File: config.mk
export PLATFORM = sky130hd
export DESIGN_NAME = fetch_prefetch
export DESIGN_NICKNAME = d
export VERILOG_FILES = /design/src/rtl/fetch_pkg.sv /design/src/rtl/fetch_fifo.sv /design/src/rtl/fetch_prefetch.sv
export SDC_FILE = /design/constraint.sdc
export NUM_CORES = 1
export LEC_CHECK = 0
export CAP_MARGIN = 20
export CORE_UTILIZATION = 30
export DETAILED_ROUTE_END_ITERATION = 10
export GPL_TIMING_DRIVEN = 0
export PLACE_DENSITY = 0.57
export SYNTH_ARGS = -nofsm -noshare
export SYNTH_HDL_FRONTEND = slang
export SYNTH_SLANG_ARGS = --single-unit
export TNS_END_PERCENT = 1
File: constraint.sdc
create_clock -name i_clk -period 4.2 [get_ports i_clk]
set_input_delay 1.05 -clock i_clk [delete_from_list [all_inputs] [get_ports i_clk]]
set_output_delay 1.05 -clock i_clk [all_outputs]
set_load 0.01 [all_outputs]
File: src/rtl/fetch_pkg.sv
`default_nettype none
// ============================================================================
// Module      : fetch_pkg
// Description : Shared types for the prefetching fetch stage. Holds the fetch
//               FSM encoding, the instruction size in bytes used to step the
//               fetch PC, and the default-width prefetch queue entry.
// Revision    : 1.0 - initial release
// ============================================================================
package fetch_pkg;

    // Bytes per instruction; the fetch PC advances by this on every accepted read.
    localparam int unsigned INSTR_BYTES = 4;

    // IDLE : no cache read outstanding
    // REQ  : read outstanding, its response will be queued
    // DROP : read outstanding, its response belongs to a flushed path
    typedef enum logic [1:0] {
        IDLE = 2'd0,
        REQ  = 2'd1,
        DROP = 2'd2
    } fetch_state_e;

    // Queue entry for the default 32-bit core configuration. The top level
    // declares an equivalent entry sized from its own parameters.
    typedef struct packed {
        logic [31:0] pc;
        logic [31:0] instr;
    } fetch_entry_t;

endpackage
`default_nettype wire

File: src/rtl/fetch_fifo.sv
`default_nettype none
// ============================================================================
// Module      : fetch_fifo
// Description : Synchronous FIFO with single-cycle flush, used as the
//               prefetch queue. Head data reads as zero while empty.
// Ports       : i_clk       - clock, all state on rising edge
//               i_rst       - synchronous reset, active-low
//               i_flush     - empty the queue (overrides push/pop)
//               i_push      - write i_push_data at the tail
//               i_push_data - entry to write
//               i_pop       - drop the head entry
//               o_head      - head entry, zero when empty
//               o_count     - number of stored entries
//               o_empty     - no entries stored
//               o_full      - DEPTH entries stored
// Revision    : 1.0 - initial release
// ============================================================================
module fetch_fifo #(
    parameter int unsigned WIDTH = 64,
    parameter int unsigned DEPTH = 4
) (
    input  logic                         i_clk,
    input  logic                         i_rst,
    input  logic                         i_flush,
    input  logic                         i_push,
    input  logic [WIDTH-1:0]             i_push_data,
    input  logic                         i_pop,
    output logic [WIDTH-1:0]             o_head,
    output logic [$clog2(DEPTH+1)-1:0]   o_count,
    output logic                         o_empty,
    output logic                         o_full
);

    localparam int unsigned PTR_W = $clog2(DEPTH);
    localparam int unsigned CNT_W = $clog2(DEPTH + 1);

    logic [WIDTH-1:0] r_mem [DEPTH];
    logic [PTR_W-1:0] r_rd_ptr;
    logic [PTR_W-1:0] r_wr_ptr;
    logic [CNT_W-1:0] r_count;
    logic             w_push;
    logic             w_pop;

    assign o_count = r_count;
    assign o_empty = (r_count == '0);
    assign o_full  = (r_count == CNT_W'(DEPTH));

    // A pop on empty is ignored; a push on full only lands alongside a pop.
    assign w_pop  = i_pop && !o_empty;
    assign w_push = i_push && (!o_full || w_pop);

    assign o_head = o_empty ? '0 : r_mem[r_rd_ptr];

    // DEPTH is a power of two, so the pointers wrap naturally.
    always_ff @(posedge i_clk) begin
        if (!i_rst || i_flush) begin
            r_rd_ptr <= '0;
            r_wr_ptr <= '0;
            r_count  <= '0;
        end else begin
            if (w_push) begin
                r_wr_ptr <= r_wr_ptr + PTR_W'(1);
            end
            if (w_pop) begin
                r_rd_ptr <= r_rd_ptr + PTR_W'(1);
            end
            r_count <= r_count + CNT_W'(w_push) - CNT_W'(w_pop);
        end
    end

    // Storage needs no reset: entries are only visible through the count.
    always_ff @(posedge i_clk) begin
        if (w_push) begin
            r_mem[r_wr_ptr] <= i_push_data;
        end
    end

endmodule
`default_nettype wire

File: src/rtl/fetch_prefetch.sv
`default_nettype none
// ============================================================================
// Module      : fetch_prefetch
// Description : Prefetching instruction fetch stage. Issues sequential
//               I-cache reads ahead of decode into a DEPTH-entry queue of
//               {pc, instr} pairs; a redirect flushes the queue and discards
//               any response still in flight.
// Ports       : i_clk          - clock
//               i_rst          - synchronous reset, active-low
//               i_stall        - decode does not take the head this cycle
//               i_branch_taken - redirect to i_target_pc
//               i_target_pc    - redirect address
//               i_instr        - cache read data (valid with i_icache_done)
//               i_icache_done  - cache completes the outstanding read
//               o_instr_rd     - cache read strobe, held until done
//               o_icache_addr  - cache read address
//               o_instr        - head instruction (0 when empty)
//               o_pc           - head PC (0 when empty)
//               o_instr_ready  - queue non-empty
// Revision    : 1.0 - initial release
// ============================================================================
module fetch_prefetch
    import fetch_pkg::*;
#(
    parameter int unsigned              ADDRESS_WIDTH = 32,
    parameter int unsigned              INSTR_WIDTH   = 32,
    parameter int unsigned              DEPTH         = 4,
    parameter logic [ADDRESS_WIDTH-1:0] RESET_PC      = '0
) (
    input  logic                     i_clk,
    input  logic                     i_rst,
    input  logic                     i_stall,
    input  logic                     i_branch_taken,
    input  logic [ADDRESS_WIDTH-1:0] i_target_pc,
    input  logic [INSTR_WIDTH-1:0]   i_instr,
    input  logic                     i_icache_done,
    output logic                     o_instr_rd,
    output logic [ADDRESS_WIDTH-1:0] o_icache_addr,
    output logic [INSTR_WIDTH-1:0]   o_instr,
    output logic [ADDRESS_WIDTH-1:0] o_pc,
    output logic                     o_instr_ready
);

    localparam int unsigned CNT_W   = $clog2(DEPTH + 1);
    localparam int unsigned ENTRY_W = ADDRESS_WIDTH + INSTR_WIDTH;

    typedef struct packed {
        logic [ADDRESS_WIDTH-1:0] pc;
        logic [INSTR_WIDTH-1:0]   instr;
    } entry_t;

    fetch_state_e             r_state;
    fetch_state_e             w_next_state;
    logic [ADDRESS_WIDTH-1:0] r_fpc;
    logic [ADDRESS_WIDTH-1:0] w_next_fpc;
    logic [ADDRESS_WIDTH-1:0] r_addr;
    logic [ADDRESS_WIDTH-1:0] w_next_addr;
    logic [ADDRESS_WIDTH-1:0] w_fpc_inc;

    logic                     w_pop;
    logic                     w_push;
    logic                     w_push_ok;
    logic                     w_flush;
    logic                     w_issue;
    logic [CNT_W-1:0]         w_count;
    logic [CNT_W-1:0]         w_count_after;
    logic                     w_empty;
    logic                     w_full;
    entry_t                   w_push_entry;
    entry_t                   w_head;
    logic [ENTRY_W-1:0]       w_head_raw;

    // ------------------------------------------------------------------
    // Queue
    // ------------------------------------------------------------------
    assign w_push_entry.pc    = r_addr;
    assign w_push_entry.instr = i_instr;
    assign w_head             = entry_t'(w_head_raw);

    // Slot reservation already prevents a push into a full queue without a
    // pop; the extra gate keeps the queue safe if that invariant is broken.
    assign w_push_ok = w_push && (!w_full || w_pop);

    fetch_fifo #(
        .WIDTH (ENTRY_W),
        .DEPTH (DEPTH)
    ) u_queue (
        .i_clk       (i_clk),
        .i_rst       (i_rst),
        .i_flush     (w_flush),
        .i_push      (w_push_ok),
        .i_push_data (w_push_entry),
        .i_pop       (w_pop),
        .o_head      (w_head_raw),
        .o_count     (w_count),
        .o_empty     (w_empty),
        .o_full      (w_full)
    );

    // ------------------------------------------------------------------
    // Next-state logic
    // ------------------------------------------------------------------
    always_comb begin
        w_flush      = i_branch_taken;
        w_pop        = !w_empty && !i_stall && !i_branch_taken;
        w_push       = (r_state == REQ) && i_icache_done && !i_branch_taken;
        // Occupancy once this cycle's pop and push settle. A new read is only
        // issued while this leaves room, so every outstanding read owns a slot.
        w_count_after = w_count + CNT_W'(w_push) - CNT_W'(w_pop);
        w_issue      = (w_count_after < CNT_W'(DEPTH));
        w_fpc_inc    = r_fpc + ADDRESS_WIDTH'(INSTR_BYTES);

        w_next_state = r_state;
        w_next_fpc   = r_fpc;
        w_next_addr  = r_addr;

        if (i_branch_taken) begin
            w_next_fpc = i_target_pc;
            if ((r_state != IDLE) && !i_icache_done) begin
                // Old read still pending: keep presenting it until it ends.
                w_next_state = DROP;
            end else begin
                w_next_state = REQ;
                w_next_addr  = i_target_pc;
            end
        end else begin
            unique case (r_state)
                IDLE: begin
                    if (w_issue) begin
                        w_next_state = REQ;
                        w_next_addr  = r_fpc;
                    end
                end
                REQ: begin
                    if (i_icache_done) begin
                        w_next_fpc = w_fpc_inc;
                        if (w_issue) begin
                            w_next_addr = w_fpc_inc;
                        end else begin
                            w_next_state = IDLE;
                        end
                    end
                end
                DROP: begin
                    // The queue is empty after the flush, so a slot is free.
                    if (i_icache_done) begin
                        w_next_state = REQ;
                        w_next_addr  = r_fpc;
                    end
                end
                default: begin
                    w_next_state = IDLE;
                end
            endcase
        end
    end

    always_ff @(posedge i_clk) begin
        if (!i_rst) begin
            r_state <= IDLE;
            r_fpc   <= RESET_PC;
            r_addr  <= RESET_PC;
        end else begin
            r_state <= w_next_state;
            r_fpc   <= w_next_fpc;
            r_addr  <= w_next_addr;
        end
    end

    // ------------------------------------------------------------------
    // Outputs (registers and queue state only)
    // ------------------------------------------------------------------
    assign o_instr_rd    = (r_state != IDLE);
    assign o_icache_addr = r_addr;
    assign o_instr       = w_head.instr;
    assign o_pc          = w_head.pc;
    assign o_instr_ready = !w_empty;

endmodule
`default_nettype wire

After elaboration in Yosys (flattened, before gate mapping)
Memories as Yosys holds them, arrays and structs flattened. A register that Yosys moved wholly into a read port is not among the register bits.
Cells that the tools add are included.
W data, S select, Z words.
- add/subtract/negate cells: 7
- $lt $le $gt $ge: 1
- equality and inequality tests: 9
- multiplexer cells: 22
- reductions and logical operators: 26
- operator list (kind ; number):
    $mux W32 ; 9
    $pmux W32 S3 ; 1
    $mux W64 ; 1
    $add A32 B3 Y32 const B ; 1
    $mux W2 ; 8
    $ne A3 B3 Y1 const B ; 5
    $logic_and A1 B1 Y1 ; 8
    $add A3 B1 Y3 ; 2
    $logic_not A1 Y1 ; 6
    $pmux W2 S3 ; 1
    $reduce_and A6 Y1 ; 1
    $reduce_bool A2 Y1 ; 3
    $sub A3 B1 Y3 ; 2
    $add A2 B1 Y2 const B ; 2
    $reduce_and A4 Y1 ; 1
    $reduce_bool A4 Y1 ; 1
    $eq A3 B3 Y1 const B ; 1
    $logic_not A3 Y1 ; 1
    $logic_or A1 B1 Y1 ; 3
    $lt A3 B3 Y1 const B ; 1
    $eq A2 B1 Y1 const B ; 1
    $eq A2 B2 Y1 const B ; 1
    $logic_not A2 Y1 ; 1
    $mux W1 ; 2
    other kinds (2) ; 2
- bits in registers: 73
- memory bits (writable): 256
- bits of input ports: 69
- output and inout bits: 98
- memories kept: 1
- memories (memory ; words ; width ; rd ports ; clocked after Yosys merged registers in ; write ports ; line ; source):
    u_queue.r_mem ; 4 ; 64 ; 1 ; 1 ; 1 ; fetch_fifo.sv:37 ; logic [WIDTH-1:0] r_mem [DEPTH];

Longest topological paths before layout
Gate-level depths: netlist of the first run.
- depth in word-level cells: 10
- mapped depth: 13

Modules after synthesis
Synthesis of the first run repeated with hierarchy kept, for this count alone.
- cells, all modules: 962
- area, all modules: 14128.6 µm²
- modules (own cells, without submodules) (module ; times used ; cells an instance ; area each (µm²)):
    fetch_fifo ; 1 ; 457 ; 10134.7
    fetch_prefetch ; 1 ; 505 ; 3993.8

Least setup slack after synthesis of the first run
Ideal clock, no wire load.
- kind: in2reg
- from: input i_branch_taken
- to: memory u_queue.r_mem[1][0], enable pin
- setup time: 0.429 ns
- data arrival time: 3.431 ns
- path slack: 0.341 ns
- cell stages on the path: 4
- cells stage by stage: clkbuf_1 -> clkbuf_1 -> a311oi_2 -> and2_1
- cells in the longest elaborated chain, start to end: 7
- elaborated cells between the ends (all ways): 10
- classes of those cells: 2 x mux; 8 x reduce/logical
- RTL lines (element ; line ; source):
    start, declared ; fetch_prefetch.sv:33 ; input logic i_branch_taken,
    $logic_not A1 Y1 (*) ; fetch_prefetch.sv:105, fetch_prefetch.sv:106 ;
    $logic_and A1 B1 Y1 ; fetch_prefetch.sv:105 ; w_pop = !w_empty && !i_stall && !i_branch_taken;
    $logic_or A1 B1 Y1 / $logic_and A1 B1 Y1 (equally long branches) ; fetch_prefetch.sv:82, fetch_fifo.sv:49 ;
    $logic_and A1 B1 Y1 / $logic_or A1 B1 Y1 (equally long branches) ; fetch_prefetch.sv:82, fetch_fifo.sv:50 ;
    $logic_and A1 B1 Y1 (*) ; fetch_fifo.sv:50 ; assign w_push = i_push && (!o_full || w_pop);
    via u_queue.w_push ; fetch_fifo.sv:41 ; logic w_push;
    $mux W1 (*) ; fetch_fifo.sv:73 ; if (w_push) begin
    $mux W1 (implied by the code) (*) ; fetch_fifo.sv:74 ; r_mem[r_wr_ptr] <= i_push_data;
    end, declared ; fetch_fifo.sv:37 ;
Mark *: on every way through the listed nets, which the timed path passes. The rest lies on a longest branch.

==> results of run 1 <==
==> stage by stage <==
stage               TNS (ps)  hold slack (ps)  utilization [%]  worst slack (ps)
floorplan                  0              456                -               341
global placement     -481470              500             35.9             -1850
detailed placement    -17170              510             36.2              -680
CTS                        0              519             38.9              94.5
global route               0              531             38.8              77.7
finish                     0              521             38.8               245
==> cell usage in the layout (no fill, tap or decap), types with 4 or more instances in the layout <==
| cell type | instances |
|---|---|
| sky130_fd_sc_hd__a211oi_1 | 4 |
| sky130_fd_sc_hd__a21oi_1 | 36 |
| sky130_fd_sc_hd__and2_1 | 67 |
| sky130_fd_sc_hd__and2_4 | 4 |
| sky130_fd_sc_hd__and3_1 | 7 |
| sky130_fd_sc_hd__and4_1 | 4 |
| sky130_fd_sc_hd__buf_16 | 4 |
| sky130_fd_sc_hd__buf_2 | 17 |
| sky130_fd_sc_hd__clkbuf_1 | 52 |
| sky130_fd_sc_hd__clkbuf_16 | 40 |
| sky130_fd_sc_hd__clkdlybuf4s50_1 | 165 |
| sky130_fd_sc_hd__clkinv_1 | 4 |
| sky130_fd_sc_hd__clkinv_2 | 4 |
| sky130_fd_sc_hd__dfxtp_1 | 73 |
| sky130_fd_sc_hd__edfxtp_1 | 256 |
| sky130_fd_sc_hd__ha_1 | 9 |
| sky130_fd_sc_hd__inv_1 | 14 |
| sky130_fd_sc_hd__mux2i_1 | 20 |
| sky130_fd_sc_hd__mux4_2 | 64 |
| sky130_fd_sc_hd__nand2_1 | 55 |
| sky130_fd_sc_hd__nand2b_1 | 13 |
| sky130_fd_sc_hd__nand3_1 | 18 |
| sky130_fd_sc_hd__nand4_1 | 11 |
| sky130_fd_sc_hd__nor2_1 | 31 |
| sky130_fd_sc_hd__nor2b_1 | 6 |
| sky130_fd_sc_hd__nor3_1 | 40 |
| sky130_fd_sc_hd__nor4_1 | 14 |
| sky130_fd_sc_hd__o21a_1 | 5 |
| sky130_fd_sc_hd__o21ai_0 | 32 |
| sky130_fd_sc_hd__o22ai_1 | 16 |
| sky130_fd_sc_hd__o2bb2ai_1 | 4 |
| sky130_fd_sc_hd__or2_2 | 7 |
| sky130_fd_sc_hd__or3_1 | 12 |
| sky130_fd_sc_hd__xnor2_1 | 29 |
| sky130_fd_sc_hd__xor2_1 | 9 |
==> cell families (layout without fill, tap and decap cells) <==
| logic type | after synthesis | in the layout | share of synthesized area, % |
|---|---|---|---|
| AOI/OAI and AO/OA | 118 | 118 | 5.22 |
| buffers and inverters | 83 | 314 | 2.46 |
| xor gates and xnor gates | 38 | 38 | 2.38 |
| muxes | 86 | 86 | 11.9 |
| DFF | 331 | 331 | 65.6 |
| adders and majority gates | 10 | 10 | 0.947 |
| and+or+nand+nor | 298 | 298 | 11.5 |
==> final cells by class <==
type	count	area, um^2	area share, %
multi-input combinational	550	4480	25.3
buffer	65	278	1.57
clock inverter	14	149	0.839
inverter	14	52.6	0.296
tap	600	751	4.23
timing repair buffer	169	1760	9.93
clock buffer	52	1080	6.06
sequential	331	9190	51.8
==> metal layers <==
layer	vias to the layer above	global-route usage, %
met5	-	0
met4	0	5.52
met3	67	3.00
met2	262	25.6
met1	4385	21.2
li1	4095	-
==> path summary, 6_finish.rpt <==
check                          start               end  slack (ps)  depth (start not counted)
setup / recovery                flop          o_pc[11]         240                          4
hold / removal              r_fpc[3]          r_fpc[3]         520                          2
setup reg to reg  u_queue.o_count[1]  o_icache_addr[9]        1180                         10
hold reg to reg             r_fpc[3]          r_fpc[3]         520                          2
==> worst max-delay path, cell delays in order (launching register included) <==
cell and delay (ps):
sky130_fd_sc_hd__dfxtp_2 600, sky130_fd_sc_hd__buf_2 430, sky130_fd_sc_hd__mux4_2 660, sky130_fd_sc_hd__and2_1 200, sky130_fd_sc_hd__clkdlybuf4s50_1 470
==> sequential cells by signal, indices dropped and copies added (netlist names), named ones only <==
signal and count:
o_icache_addr 32, r_fpc 32, r_state 2, u_queue.o_count 3, u_queue.r_mem 256, u_queue.r_rd_ptr 2, u_queue.r_wr_ptr 2
==> power by group through the flow <==
stage,combinational (mW),clock [mW],sequential (mW)
6_report,0.513,3.27,3.70
3_5_place_dp,0.519,0,3.77
2_1_floorplan,0.236,0,3.75
5_1_grt,0.557,3.47,3.71
4_1_cts,0.520,3.37,3.70
3_3_place_gp,0.510,0,3.77
==> run_summary.xml, run 1 <==
<?xml version="1.0" encoding="UTF-8"?>
<metrics>
  <group name="hold_path">
    <metric name="hold_path_class" unit="">flop to flop</metric>
  </group>
  <group name="synthesis">
    <metric name="synth_sequential_area_ratio" unit="%">65.6</metric>
    <metric name="syn_nets" unit="">1043</metric>
    <metric name="yosysTopAreaCellShare" unit="%">54.9</metric>
    <metric name="primary_ff_master_synth" unit="">sky130_fd_sc_hd__edfxtp_1</metric>
    <metric name="synth_area" unit="um^2">14000</metric>
    <metric name="yosys-top-cells-area" unit="">sky130_fd_sc_hd__edfxtp_1, sky130_fd_sc_hd__dfxtp_1, sky130_fd_sc_hd__mux4_2</metric>
    <metric name="synthTopCellsByCount" unit="">sky130_fd_sc_hd__edfxtp_1, sky130_fd_sc_hd__dfxtp_1, sky130_fd_sc_hd__and2_1</metric>
    <metric name="post_synth_num_cell_types" unit="">56</metric>
    <metric name="avgSynthCellArea" unit="um^2">14.5</metric>
    <metric name="synth_seq_cells" unit="">331</metric>
    <metric name="yosysWarnings" unit="">0</metric>
    <metric name="post-synth-top-count-cell" unit="">sky130_fd_sc_hd__edfxtp_1</metric>
    <metric name="synthesis.instances" unit="">964</metric>
    <metric name="yosysTopAreaCell" unit="">sky130_fd_sc_hd__edfxtp_1</metric>
    <metric name="async_flop_share" unit="%">0</metric>
    <metric name="synth_enable_flop_cells" unit="">256</metric>
  </group>
  <group name="global_route">
    <metric name="initial_antenna_violation_count" unit="">0</metric>
    <metric name="grt_pass1_vias" unit="">9043</metric>
    <metric name="pin_count_of_the_biggest_net_entering_global_routing" unit="">43</metric>
    <metric name="globalRouteOverflowTotal" unit="">0</metric>
    <metric name="gr-usage-all-layers" unit="%">15.9</metric>
    <metric name="grt_pass1_wl" unit="um">55700</metric>
  </group>
  <group name="run">
    <metric name="timing.max_cap.violations" unit="">0</metric>
  </group>
  <group name="floorplan">
    <metric name="y_dimension_of_the_die" unit="um">218</metric>
    <metric name="rows" unit="">78</metric>
    <metric name="dieWidth" unit="um">218</metric>
    <metric name="coreArea" unit="um^2">45700</metric>
    <metric name="initial_utilization" unit="%">30.7</metric>
    <metric name="io_pins" unit="">167</metric>
    <metric name="die_area" unit="um^2">47600</metric>
  </group>
  <group name="sta">
    <metric name="post-route-period-util" unit="%">94.2</metric>
    <metric name="timing_max_transition_violations_final" unit="">0</metric>
    <metric name="max_slew_margin" unit="%">43.9</metric>
    <metric name="fin_worst_skew" unit="ps">16.9</metric>
    <metric name="hold_violations" unit="">0</metric>
    <metric name="max_clock_freq" unit="MHz">253</metric>
    <metric name="grt_setup_unrepaired" unit="">false</metric>
    <metric name="worstMarginPinSlew" unit="ps">842</metric>
    <metric name="setup_violations" unit="">0</metric>
    <metric name="period_needed" unit="ps">3960</metric>
  </group>
  <group name="critical_path">
    <metric name="timing.critical_path.arrival" unit="ps">2910</metric>
    <metric name="endpoint_kind" unit="">output pin</metric>
    <metric name="crit_path_max_fanout" unit="">10</metric>
    <metric name="startpoint_type" unit="">flop</metric>
    <metric name="data_required_time_of_the_critical_path" unit="ps">3150</metric>
    <metric name="critical_path_class" unit="">flop to output pin</metric>
  </group>
  <group name="detailed_routing">
    <metric name="detailroute.wirelength.met2" unit="um">17600</metric>
    <metric name="final_antenna_net_count" unit="">0</metric>
    <metric name="drt_first_pass_iters" unit="">5</metric>
    <metric name="drt-vias-per-instance" unit="">4.91</metric>
    <metric name="drc_errors" unit="">0</metric>
    <metric name="routed_wire_length_per_instance" unit="um">20.7</metric>
    <metric name="met3_wirelength" unit="um">2120</metric>
    <metric name="wirelength_met1" unit="um">16300</metric>
    <metric name="routed_wl" unit="um">37100</metric>
    <metric name="top_signal_layer_used" unit="">met4</metric>
    <metric name="drt_iter0_markers" unit="">669</metric>
    <metric name="route.vias.total" unit="">8809</metric>
  </group>
  <group name="pwr">
    <metric name="power_switching" unit="mW">1.64</metric>
    <metric name="power.ir.vdd_worst" unit="uV">244</metric>
    <metric name="power.leakage" unit="nW">5.66</metric>
    <metric name="power_switching_share" unit="%">22.0</metric>
    <metric name="cell_internal_pwr" unit="mW">5.84</metric>
    <metric name="power" unit="mW">7.48</metric>
    <metric name="p_clk_share" unit="%">43.7</metric>
    <metric name="seqPwrFrac" unit="%">49.5</metric>
    <metric name="power.density" unit="nW/um^2">422</metric>
    <metric name="combPwrFrac" unit="%">6.9</metric>
  </group>
  <group name="finish">
    <metric name="num-nets-final" unit="">1247</metric>
    <metric name="antenna_cells_inserted" unit="">0</metric>
    <metric name="final_area" unit="um^2">17700</metric>
    <metric name="area_growth_syn_to_layout" unit="%">26.7</metric>
    <metric name="n_fill_cell" unit="">4318</metric>
    <metric name="final_std_cells_w_o_fill" unit="">1795</metric>
    <metric name="drive_gt1_share" unit="%">13.4</metric>
  </group>
  <group name="place">
    <metric name="dpl.hpwl" unit="um">24900</metric>
    <metric name="port-buffer-count" unit="">165</metric>
    <metric name="final_wtd_congestion" unit="">0.856</metric>
    <metric name="placed_cells_incl_taps" unit="">1733</metric>
    <metric name="detailed_place.area" unit="um^2">16500</metric>
  </group>
  <group name="clock_tree">
    <metric name="clock_root_buffer" unit="">sky130_fd_sc_hd__clkbuf_16</metric>
    <metric name="cts.path.max_buffers" unit="">3</metric>
    <metric name="clkLatencyLatePin" unit="ps">540</metric>
    <metric name="tritoncts_clock_tree" unit="">built</metric>
    <metric name="postCtsResizedCells" unit="">3</metric>
    <metric name="path_clk_slew" unit="ps">60</metric>
    <metric name="post-cts-setup-buffers" unit="">0</metric>
    <metric name="hold_buffers" unit="">0</metric>
    <metric name="numCtsBuffers" unit="">37</metric>
    <metric name="cts_max_level" unit="">2</metric>
    <metric name="tritoncts_num_sinks" unit="">331</metric>
  </group>
  <group name="status">
    <metric name="status" unit="">finished, final reports clean</metric>
  </group>
</metrics>
(Power assumes the default switching activity.)
==> inputs of run 2 (changes only) <==
- CORE_UTILIZATION: 30 -> 44
- CTS_BUF_LIST: default -> sky130_fd_sc_hd__clkbuf_8
- PLACE_DENSITY: 0.57 -> 0.74
==> run_summary.xml, run 2 (synthesized netlist as in run 1, its figures left out) <==
<?xml version="1.0" encoding="UTF-8"?>
<metrics>
  <group name="global_route">
    <metric name="globalRouteOverflowTotal" unit="">0</metric>
    <metric name="grt_pass1_vias" unit="">8890</metric>
    <metric name="initial_antenna_violation_count" unit="">0</metric>
    <metric name="grt_pass1_wl" unit="um">50900</metric>
    <metric name="pin_count_of_the_biggest_net_entering_global_routing" unit="">55</metric>
    <metric name="gr-usage-all-layers" unit="%">20.4</metric>
  </group>
  <group name="clock_tree">
    <metric name="cts_max_level" unit="">2</metric>
    <metric name="clock_root_buffer" unit="">sky130_fd_sc_hd__clkbuf_8</metric>
    <metric name="clkLatencyLatePin" unit="ps">570</metric>
    <metric name="numCtsBuffers" unit="">52</metric>
    <metric name="hold_buffers" unit="">0</metric>
    <metric name="cts.path.max_buffers" unit="">3</metric>
    <metric name="tritoncts_num_sinks" unit="">331</metric>
    <metric name="path_clk_slew" unit="ps">60</metric>
    <metric name="post-cts-setup-buffers" unit="">0</metric>
    <metric name="tritoncts_clock_tree" unit="">built</metric>
  </group>
  <group name="finish">
    <metric name="multi_input_comb_area" unit="um^2">4480</metric>
    <metric name="antenna_cells_inserted" unit="">0</metric>
    <metric name="area_growth_syn_to_layout" unit="%">23.2</metric>
    <metric name="mostFrequentLayoutCell" unit="">sky130_fd_sc_hd__edfxtp_1</metric>
    <metric name="drive_gt1_share" unit="%">14.4</metric>
    <metric name="final_area" unit="um^2">17300</metric>
    <metric name="n_fill_cell" unit="">2525</metric>
    <metric name="layout.area.seq" unit="um^2">9190</metric>
    <metric name="regMostFlops" unit="">u_queue.r_mem</metric>
    <metric name="num-nets-final" unit="">1262</metric>
    <metric name="largest_register_ffs" unit="">256</metric>
    <metric name="commonest_cells_after_routing_fill_and_taps_aside" unit="">sky130_fd_sc_hd__edfxtp_1, sky130_fd_sc_hd__clkdlybuf4s50_1, sky130_fd_sc_hd__dfxtp_1</metric>
  </group>
  <group name="floorplan">
    <metric name="die_area" unit="um^2">32600</metric>
    <metric name="rows" unit="">64</metric>
    <metric name="coreArea" unit="um^2">31000</metric>
    <metric name="dieWidth" unit="um">180</metric>
    <metric name="initial_utilization" unit="%">45.2</metric>
    <metric name="y_dimension_of_the_die" unit="um">180</metric>
    <metric name="io_pins" unit="">167</metric>
  </group>
  <group name="pwr">
    <metric name="power.density" unit="nW/um^2">392</metric>
    <metric name="power.leakage" unit="nW">5.66</metric>
    <metric name="power" unit="mW">6.77</metric>
    <metric name="power.ir.vdd_worst" unit="uV">206</metric>
  </group>
  <group name="critical_path">
    <metric name="cpMaxStageDelayCell" unit="">sky130_fd_sc_hd__dfxtp_1</metric>
    <metric name="data_required_time_of_the_critical_path" unit="ps">3150</metric>
    <metric name="startpoint_type" unit="">flop</metric>
    <metric name="crit_path_max_fanout" unit="">10</metric>
    <metric name="endpoint_kind" unit="">output pin</metric>
    <metric name="critical_path_class" unit="">flop to output pin</metric>
    <metric name="timing.critical_path.slowest_cell_delay" unit="ps">680</metric>
    <metric name="timing.critical_path.arrival" unit="ps">2910</metric>
    <metric name="crit_path_cell_trace" unit="">clkbuf_1 &gt; mux4_2 &gt; and2_1 &gt; clkdlybuf4s50_1</metric>
  </group>
  <group name="place">
    <metric name="port-buffer-count" unit="">165</metric>
    <metric name="dpl.hpwl" unit="um">22000</metric>
    <metric name="detailed_place.area" unit="um^2">16300</metric>
    <metric name="dp_slack" unit="ps">-601</metric>
    <metric name="final_wtd_congestion" unit="">0.915</metric>
  </group>
  <group name="sta">
    <metric name="hold_violations" unit="">0</metric>
    <metric name="tns" unit="ps">0</metric>
    <metric name="fin_worst_skew" unit="ps">26.2</metric>
    <metric name="worst_path_setup_slack_after_routing" unit="ps">242</metric>
    <metric name="post-route-period-util" unit="%">94.2</metric>
    <metric name="period_needed" unit="ps">3960</metric>
    <metric name="max_slew_margin" unit="%">46.2</metric>
    <metric name="worstMarginPinSlew" unit="ps">806</metric>
    <metric name="grt_setup_unrepaired" unit="">false</metric>
    <metric name="max_clock_freq" unit="MHz">253</metric>
    <metric name="timing_max_transition_violations_final" unit="">0</metric>
    <metric name="setup_violations" unit="">0</metric>
  </group>
  <group name="status">
    <metric name="status" unit="">finished, final reports clean</metric>
  </group>
  <group name="hold_path">
    <metric name="hold_path_class" unit="">flop to flop</metric>
  </group>
  <group name="detailed_routing">
    <metric name="final_antenna_net_count" unit="">0</metric>
    <metric name="drt_iter0_markers" unit="">680</metric>
    <metric name="routed_wire_length_per_instance" unit="um">20.5</metric>
    <metric name="drt-vias-per-instance" unit="">5.56</metric>
    <metric name="drc_errors" unit="">0</metric>
    <metric name="drt_first_pass_iters" unit="">5</metric>
    <metric name="route.vias.total" unit="">9000</metric>
    <metric name="routed_wl" unit="um">33200</metric>
  </group>
  <group name="run">
    <metric name="timing.max_cap.violations" unit="">0</metric>
  </group>
</metrics>
[run 2: cell count changes in the layout (fill, tap and decap cells not counted), sizes merged]
cell      change
bufinv        -2
inv          +21
clkbuf        +8
clkinvlp      -1
clkinv        +2
[run 2: repair_timing]
item / CTS / global route
hold endpoints to repair: 0 / 0
setup endpoints to repair: 63 / 20
resized for setup: 3 / 1
[run 2: power by group]
part	leakage, nW	total (mW)	switching [mW]	internal [mW]
sequential	2.96	3.70	0.0812	3.62
combinational	2.11	0.506	0.256	0.250
clock	0.591	2.57	1.21	1.36
total	5.66	6.77	1.54	5.23
[run 2: path summary, 6_finish.rpt]
kind                                          from                end  slack, ps  depth (start not counted)
worst min-delay path             o_icache_addr[21]  o_icache_addr[21]        530                          2
worst max-delay path                          flop           o_pc[24]        240                          4
worst max register to register  u_queue.o_count[1]  o_icache_addr[15]       1000                         10
worst min register to register   o_icache_addr[21]  o_icache_addr[21]        530                          2
[run 2: worst max-delay path, delay by kind of cell, from the launching register on]
kind,cells,cell delay (ps)
flip-flops,1,680
AND/OR/NAND/NOR,1,170
buffers and inverters,2,1080
multiplexers,1,400
[run 2: through the flow]
stage | hold WS [ps] | std cells | util (%)
detailed placement | 510 | 1529 | 52.5
global placement | 498 | 1525 | 52.1
global route | 539 | 1619 | 55.7
floorplan | 456 | 964 | -
finish | 525 | 1619 | 55.7
CTS | 527 | 1620 | 55.7
[run 2: cell type report]
| cell class | count | area share, % |
|---|---|---|
| Clock buffer | 60 | 4.78 |
| Tap cell | 396 | 2.87 |
| Multi-Input combinational cell | 550 | 26.0 |
| Inverter | 14 | 0.304 |
| Sequential cell | 331 | 53.2 |
| Timing Repair Buffer | 169 | 10.2 |
| Buffer | 65 | 1.62 |
| Clock inverter | 34 | 0.993 |
[run 2: metal layers]
layer  GRT usage (%)  up-vias  part of all wire, %
li1                -     4112                    -
met3            3.78       62                  6.8
met4            6.56        0                  2.6
met1            27.9     4455                   43
met5               0        -                    0
met2            32.9      371                   47
==> inputs of run 3 (changes only) <==
- HOLD_SLACK_MARGIN: default -> 0.06
==> results of run 3 <==
The final DEF is identical to that of run 2; final timing and power are the same.
